**src/rtl/vga_stream_sink_if.sv**
```systemverilog
// Pixel stream link between the line buffer output and the VGA sink.
// Word layout: [CD] = start-of-frame, [CD-1:0] = color.
interface vga_stream_sink_if #(
  parameter int CD = 12
);
  logic [CD:0] si_data;
  logic        si_valid;
  logic        si_ready;

  modport master (output si_data, output si_valid, input si_ready);
  modport slave  (input si_data, input si_valid, output si_ready);
endinterface

```
**src/rtl/vga_stream_sink.sv**
```systemverilog
// VGA stream sink: free-running VGA timing that pulls one stream word per
// visible pixel, locks to frame origin via the start bit and drops back to
// SEARCH on underrun or misalignment until the next frame origin.
// Optional macro VGA_STREAM_SINK_ERR_CNT_EN adds err_cnt[15:0], a saturating
// count of underrun/misalign pulses.
module vga_stream_sink #(
  parameter int CD        = 12,
  parameter int H_DISPLAY = 640,
  parameter int H_FP      = 16,
  parameter int H_SYNC    = 96,
  parameter int H_BP      = 48,
  parameter int V_DISPLAY = 480,
  parameter int V_FP      = 10,
  parameter int V_SYNC    = 2,
  parameter int V_BP      = 33
) (
  input  logic              clk,
  input  logic              reset,
  vga_stream_sink_if.slave  si,
  output logic              hsync,
  output logic              vsync,
  output logic [CD-1:0]     rgb,
  output logic [10:0]       hc,
  output logic [10:0]       vc,
  output logic              underrun,
  output logic              misalign
`ifdef VGA_STREAM_SINK_ERR_CNT_EN
  ,
  output logic [15:0]       err_cnt
`endif
);

  localparam int H_TOTAL = H_DISPLAY + H_FP + H_SYNC + H_BP;
  localparam int V_TOTAL = V_DISPLAY + V_FP + V_SYNC + V_BP;

  localparam logic [10:0] H_LAST     = 11'(H_TOTAL - 1);
  localparam logic [10:0] V_LAST     = 11'(V_TOTAL - 1);
  localparam logic [10:0] H_VIS      = 11'(H_DISPLAY);
  localparam logic [10:0] V_VIS      = 11'(V_DISPLAY);
  localparam logic [10:0] HS_START   = 11'(H_DISPLAY + H_FP);
  localparam logic [10:0] HS_END     = 11'(H_DISPLAY + H_FP + H_SYNC - 1);
  localparam logic [10:0] VS_START   = 11'(V_DISPLAY + V_FP);
  localparam logic [10:0] VS_END     = 11'(V_DISPLAY + V_FP + V_SYNC - 1);

  typedef enum logic {SEARCH, LOCKED} state_t;

  state_t        state, state_next;
  logic [10:0]   hc_q, vc_q;
  logic          h_wrap, v_wrap;
  logic          video_on, org;
  logic          start;
  logic [CD-1:0] color;
  logic          ready;
  logic          hsync_next, vsync_next;
  logic          underrun_next, misalign_next;
  logic [CD-1:0] rgb_next;

  assign hc       = hc_q;
  assign vc       = vc_q;
  assign h_wrap   = (hc_q == H_LAST);
  assign v_wrap   = (vc_q == V_LAST);
  assign video_on = (hc_q < H_VIS) && (vc_q < V_VIS);
  assign org      = (hc_q == '0) && (vc_q == '0);
  assign start    = si.si_data[CD];
  assign color    = si.si_data[CD-1:0];
  assign si.si_ready = ready;

  assign hsync_next = ~((hc_q >= HS_START) && (hc_q <= HS_END));
  assign vsync_next = ~((vc_q >= VS_START) && (vc_q <= VS_END));

  // Free-running pixel/line counters, independent of the stream
  always_ff @(posedge clk or posedge reset) begin
    if (reset) begin
      hc_q <= '0;
      vc_q <= '0;
    end else if (h_wrap) begin
      hc_q <= '0;
      vc_q <= v_wrap ? '0 : vc_q + 11'd1;
    end else begin
      hc_q <= hc_q + 11'd1;
    end
  end

  // Lock state register
  always_ff @(posedge clk or posedge reset) begin
    if (reset) state <= SEARCH;
    else       state <= state_next;
  end

  // Lock at an origin start word; lose lock on any visible-pixel stream fault
  always_comb begin
    state_next = state;
    unique case (state)
      SEARCH: if (org && si.si_valid && start) state_next = LOCKED;
      LOCKED: if (video_on && (!si.si_valid || (start != org))) state_next = SEARCH;
    endcase
  end

  // Handshake and next-cycle pixel/error values for the current position
  always_comb begin
    ready         = 1'b0;
    rgb_next      = '0;
    underrun_next = 1'b0;
    misalign_next = 1'b0;
    unique case (state)
      SEARCH: begin
        // drain non-start words, hold a start word until it meets origin
        ready = ~(si.si_valid & start) | org;
        if (org && si.si_valid && start) rgb_next = color;
      end
      LOCKED: begin
        if (video_on) begin
          ready         = si.si_valid & (start == org);
          underrun_next = ~si.si_valid;
          misalign_next = si.si_valid & (start != org);
          if (ready) rgb_next = color;
        end
      end
    endcase
  end

  // Registered, mutually aligned video and error outputs
  always_ff @(posedge clk or posedge reset) begin
    if (reset) begin
      hsync    <= 1'b1;
      vsync    <= 1'b1;
      rgb      <= '0;
      underrun <= 1'b0;
      misalign <= 1'b0;
    end else begin
      hsync    <= hsync_next;
      vsync    <= vsync_next;
      rgb      <= rgb_next;
      underrun <= underrun_next;
      misalign <= misalign_next;
    end
  end

`ifdef VGA_STREAM_SINK_ERR_CNT_EN
  // Saturating error counter, updated on the same edge the pulse appears
  always_ff @(posedge clk or posedge reset) begin
    if (reset)
      err_cnt <= '0;
    else if ((underrun_next || misalign_next) && (err_cnt != '1))
      err_cnt <= err_cnt + 16'd1;
  end
`endif

endmodule

```
**src/flat_wrapper.sv**
```systemverilog
// flat-port wrapper written by rule: the top's interface ports become plain ports
module vga_stream_sink_flat 
#(
  parameter int CD        = 12,
  parameter int H_DISPLAY = 640,
  parameter int H_FP      = 16,
  parameter int H_SYNC    = 96,
  parameter int H_BP      = 48,
  parameter int V_DISPLAY = 480,
  parameter int V_FP      = 10,
  parameter int V_SYNC    = 2,
  parameter int V_BP      = 33
)
  (clk, reset, hsync, vsync, rgb, hc, vc, underrun, misalign, si_si_data, si_si_valid, si_si_ready);
  vga_stream_sink_if #(.CD(CD)) si_i ();
  input  logic clk;
  input  logic reset;
  output logic hsync;
  output logic vsync;
  output logic [CD-1:0] rgb;
  output logic [10:0] hc;
  output logic [10:0] vc;
  output logic underrun;
  output logic misalign;
  input wire logic [$bits(si_i.si_data)-1:0] si_si_data;
  input wire logic [$bits(si_i.si_valid)-1:0] si_si_valid;
  output wire logic [$bits(si_i.si_ready)-1:0] si_si_ready;
  assign si_i.si_data = si_si_data;
  assign si_i.si_valid = si_si_valid;
  assign si_si_ready = si_i.si_ready;
  vga_stream_sink #(.CD(CD), .H_DISPLAY(H_DISPLAY), .H_FP(H_FP), .H_SYNC(H_SYNC), .H_BP(H_BP), .V_DISPLAY(V_DISPLAY), .V_FP(V_FP), .V_SYNC(V_SYNC), .V_BP(V_BP)) u_core (.clk(clk), .reset(reset), .si(si_i), .hsync(hsync), .vsync(vsync), .rgb(rgb), .hc(hc), .vc(vc), .underrun(underrun), .misalign(misalign));
endmodule
```
**config.mk**
```make
export PLATFORM = sky130hd
export DESIGN_NAME = vga_stream_sink_flat
export DESIGN_NICKNAME = d
export VERILOG_FILES = /design/src/rtl/vga_stream_sink_if.sv /design/src/rtl/vga_stream_sink.sv /design/src/flat_wrapper.sv
export SDC_FILE = /design/constraint.sdc
export NUM_CORES = 1
export LEC_CHECK = 0
export BUFFER_PORTS_ARGS = -buffer_cell sky130_fd_sc_hd__buf_4
export CAP_MARGIN = 30
export CORE_AREA = 2 2 68 70
export CTS_BUF_LIST = sky130_fd_sc_hd__clkbuf_16
export DETAILED_ROUTE_END_ITERATION = 8
export DIE_AREA = 0 0 70 72
export GPL_TIMING_DRIVEN = 0
export PLACE_DENSITY = 0.7
export RECOVER_POWER = 50
export SLEW_MARGIN = 20
export SYNTH_ARGS = -nofsm -noshare
export SYNTH_HDL_FRONTEND = slang
export SYNTH_SLANG_ARGS = --single-unit
```
**constraint.sdc**
```tcl
create_clock -name clk -period 2.22 [get_ports clk]
set_input_delay 0.111 -clock clk [delete_from_list [all_inputs] [get_ports clk]]
set_output_delay 0.111 -clock clk [all_outputs]
set_load 0.05 [all_outputs]
```
[Word level (Yosys, flattened, before mapping)]
Cells that the tools add are included.
Cells by class
  $add $sub $neg: 2
  multiply operators: 0
  divide/modulo/power cells: 0
  order comparisons: 6
  equal/unequal tests: 4
  shift operators: 0
  mux-type cells: 15
  bitwise gates (word level): 9
  reductions and logical operators: 11
Operators with widths (count)
  $mux 12: 3
  $pmux 12 s2: 1
  $add 11x1->11 const B: 2
  $eq 11x10->1 const B: 2
  $logic_not 11->1: 2
  $mux 11: 2
  $ge 11x10->1 const B: 1
  $ge 11x9->1 const B: 1
  $le 11x10->1 const B: 1
  $le 11x9->1 const B: 1
  $lt 11x10->1 const B: 1
  $lt 11x9->1 const B: 1
  $logic_and 1x1->1: 7
  $mux 1: 7
  $not 1->1: 5
  $pmux 1 s2: 2
  $and 1x1->1: 3
  $eq 1x1->1: 1
  $logic_not 1->1: 1
  $logic_or 1x1->1: 1
  $ne 1x1->1: 1
  $or 1x1->1: 1
Word-level totals
  flip-flop bits (word level): 39
  bits in latches: 0
  memory bits (writable): 0
  bits in read-only memories: 0
  bits of input ports: 16
  output and inout bits: 39
  logic and storage cells: 55
  memories: 0

[Depth between registers and ports, before layout]
  word-level depth: 7
  mapped depth: 7

[Least setup slack after synthesis]
Ideal clock, no wire load.
  kind: reg2out
  start: register u_core.hc_q[6] (netlist: u_core.hc[6])
  end: output si_si_ready
  arrival time: 2292 ps
  slack: -183 ps
  stages on the path, launching flop included: 6
  path through: dfrtp_1 buf_6 nor4_1 and4_1 nand2_1 a31oi_1
Between the ends
  cells in the longest elaborated chain, start to end: 6
  elaborated cells on any way between the ends: 9
  classes of those cells: order compare (1); eq/ne (1); mux (2); bitwise (2); reduce/logical (3)
Ends and longest elaborated chain
  start, declared: line vga_stream_sink.sv:48  | logic [10:0] hc_q, vc_q;
  start signal, assigned: line vga_stream_sink.sv:80  | hc_q <= hc_q + 11'd1;
  branches (longest 5 deep; another with $lt 11x10->1)
  $pmux 1 s2 *: line vga_stream_sink.sv:105  | unique case (state)
  end, declared: line flat_wrapper.sv:27  | output wire logic [$bits(si_i.si_ready)-1:0] si_si_ready;
Mark *: on every way between the ends.

[Worst setup path in the final report]
  start: register u_core.hc_q[7] (netlist: u_core.hc[7])
  end: register u_core.vc_q[3] (netlist: u_core.vc[3])
Between the ends
  cells in the longest elaborated chain, start to end: 1
Ends and longest elaborated chain
  $eq 11x10->1: line vga_stream_sink.sv:60  | assign h_wrap = (hc_q == H_LAST);
  end signal, assigned: line vga_stream_sink.sv:78  | vc_q <= v_wrap ? '0 : vc_q + 11'd1;
  end, declared: line vga_stream_sink.sv:48
Every way passes these cells.
A chain may end at the register's enable or synchronous reset.

==> reports/results.ini <==
[detailed_routing]
wl_per_cell_um=14.5
viasPerCell=5.45
dr.pass1.iters=4
vias=1672
drtIter0Drc=54
drt_wl_total_um=4440
drc=0
drtAntennaViolNets=0

[cts]
cts_buffers=5
clockBufferDepth=2
cts_tree=done
htreeDepth=2
insertion_delay_ns=0.28
cts_sinks=39
clock-root-buffer=clkbuf_16
clk_pin_slew_ns=0.05

[place]
gp_congestion=0.828
portBuffers=54
hpwl_um=3200
pre_cts_slack_ns=0.00619
place_inst=295

[pwr]
pwr_density_cell_nw_per_um2=570
swShare_pct=20.4
intPower_mw=1.14
combPwrFrac_pct=3.9
p_sw_uw=293
seqPwrFrac_pct=49.6
p_leak_nw=1.16
ir_worst_vdd_uv=369
clock_power_share_pct=46.5

[floorplan]
fp.dieW_um=70
ios=55
coreArea_um2=4260
start_util_pct=44.2
die_h_um=72
fp-row-count=24
die-area_um2=5040

[finish]
utilization_pct=59.0
final_nets=274
drive_gt1_share_pct=26.3
final_common_cell=buf_4
final_cells=307
mostFrequentLayoutCells=buf_4 (40), dfrtp_1 (33), nand2_1 (23)
n_antenna_cell=0
syn2layout_area_growth_pct=33.4

[global_routing]
grt_pass1_wl_um=7320
track_usage_pct=18.6
grt_max_degree=31
grt_pass1_vias=1542
grt_overflow=0
antenna_found_initial=0

[sta]
slew_violations=0
hold_viol=0
tightest_slew_ns=0.740
fmax_mhz=468
fin_crit_sh_pct=96.2
min_period_ns=2.13
setup_violations=0
rsz0062_at_grt=true
slew_headroom_pct=50.6
setup_ws_ns=0.0853
fin_skew_ns=0.00479

[synth]
postSynth.asyncResetShare_pct=100
avgSynthCellArea_um2=10.0
netlist_instances=188
yosysTopAreaCellShare_pct=49.1
synth.distinct_cells=41
synth_top_area_cell=dfrtp_1
synth-seq-cells=39
synth.net_count=208
synth.area.top_cells=dfrtp_1 (49%), nand2_1 (4.6%), a21oi_1 (4.5%)
seq_area_frac_synth_pct=51.9
ys.flop_type=dfrtp_1
synth_warnings=0
synth_area_um2=1890
synth_edf_count=0

[critical_path]
worst_setup_path_start_kind=flop
crit_path_end_kind=flop
critPathMaxFanout=8
crit_arrival_ns=2.33
crit_type=flop to flop
cp.required_ns=2.42

[min_path]
hp-class=primary input to flop

[outcome]
outcome=finished clean

[run]
maxCapViolCount=0

## cells in the mapped netlist (5+ instances only)
library cell and instances:
nand2_1 23, nor2_1 7, xor2_1 6, nand3_1 12, nand4_1 11, nor3_1 5, xnor2_1 7, inv_1 10
a21oi_1 17, o21ai_0 6, dfrtp_1 37, clkbuf_1 6
## logic make-up after synthesis
| group | share of synthesized area [%] |
|---|---|
| buffers and inverters | 4.05 |
| muxes | 1.66 |
| xor gates and xnor gates | 6.04 |
| and+or+nand+nor | 23.3 |
| adders and majority gates | 2.65 |
| DFF | 51.9 |
| AOI/OAI and AO/OA | 10.4 |
## worst max-delay path, cell delays in order, from the launching register on
cell and delay, ns:
dfrtp_2 0.40, clkbuf_2 0.18, or4_4 0.60, or3_4 0.45
or3_1 0.35, o21ai_0 0.07
## flip-flops by register name, summed over array words and instances (netlist names)
signal,cells
u_core.vsync,1
u_core.misalign,1
u_core.hsync,1
u_core.vc,11
u_core.hc,11
u_core.underrun,1
u_core.state,1
u_core.rgb,12
## routing by layer
layer  routed length (um)  global-route usage [%]  up-vias
met4                  106                    9.19        0
met2                 2260                    28.9       38
met3                  192                    5.28       10
met5                    0                       0        -
met1                 1880                    24.1      815
li1                     -                       -      809
## worst paths after layout
path                         startpoint              end  slack, ns  cells after the start
max                        u_core.hc[7]     u_core.vc[3]       0.09                      5
min                         si_si_valid  u_core.underrun       0.05                      2
min in group asynchronous         reset  u_core.underrun       0.35                      3
min reg2reg                u_core.hc[0]     u_core.hc[0]       0.49                      1
max in group asynchronous         reset     u_core.hc[0]       0.79                      4
max reg2reg                u_core.hc[7]     u_core.vc[3]       0.09                      5
## final cells by class
type,count,area (um^2)
flip-flops and latches,39,983
clock buffers,5,125
multi-input cells,131,870
plain buffers,8,40.0
well taps,52,65.1
clock inverters,3,12.5
inverters,10,37.5
fillers,389,1750
repair buffers,59,383
## repair_timing
action | CTS | global route
endpoints found under the setup margin | 1 | 16
pin swaps | 0 | 3
endpoints found under the hold margin | 9 | 0
buffers inserted | 0 | 3
hold buffers | 1 | 0
resized for setup | 2 | 6
## stage by stage
stage	hold WS, ns	total power [mW]	cell area [um^2]	setup TNS (ns)
4_1_cts	0.0425	1.46	2550	0
3_3_place_gp	0.331	0.778	2370	0
2_1_floorplan	0.184	0.748	1900	0
6_report	0.0495	1.43	2520	0
5_1_grt	0.0526	1.50	2520	-0.0817
3_5_place_dp	0.0474	0.783	2390	0
## power groups by stage
stage	clock network [mW]	logic (mW)	registers (mW)
5_1_grt	0.722	0.0627	0.711
4_1_cts	0.693	0.0610	0.711
3_5_place_dp	0	0.0593	0.724
6_report	0.666	0.0557	0.712
2_1_floorplan	0	0.0243	0.724
3_3_place_gp	0	0.0542	0.724
No activity file was read; power rests on OpenSTA's default activity.
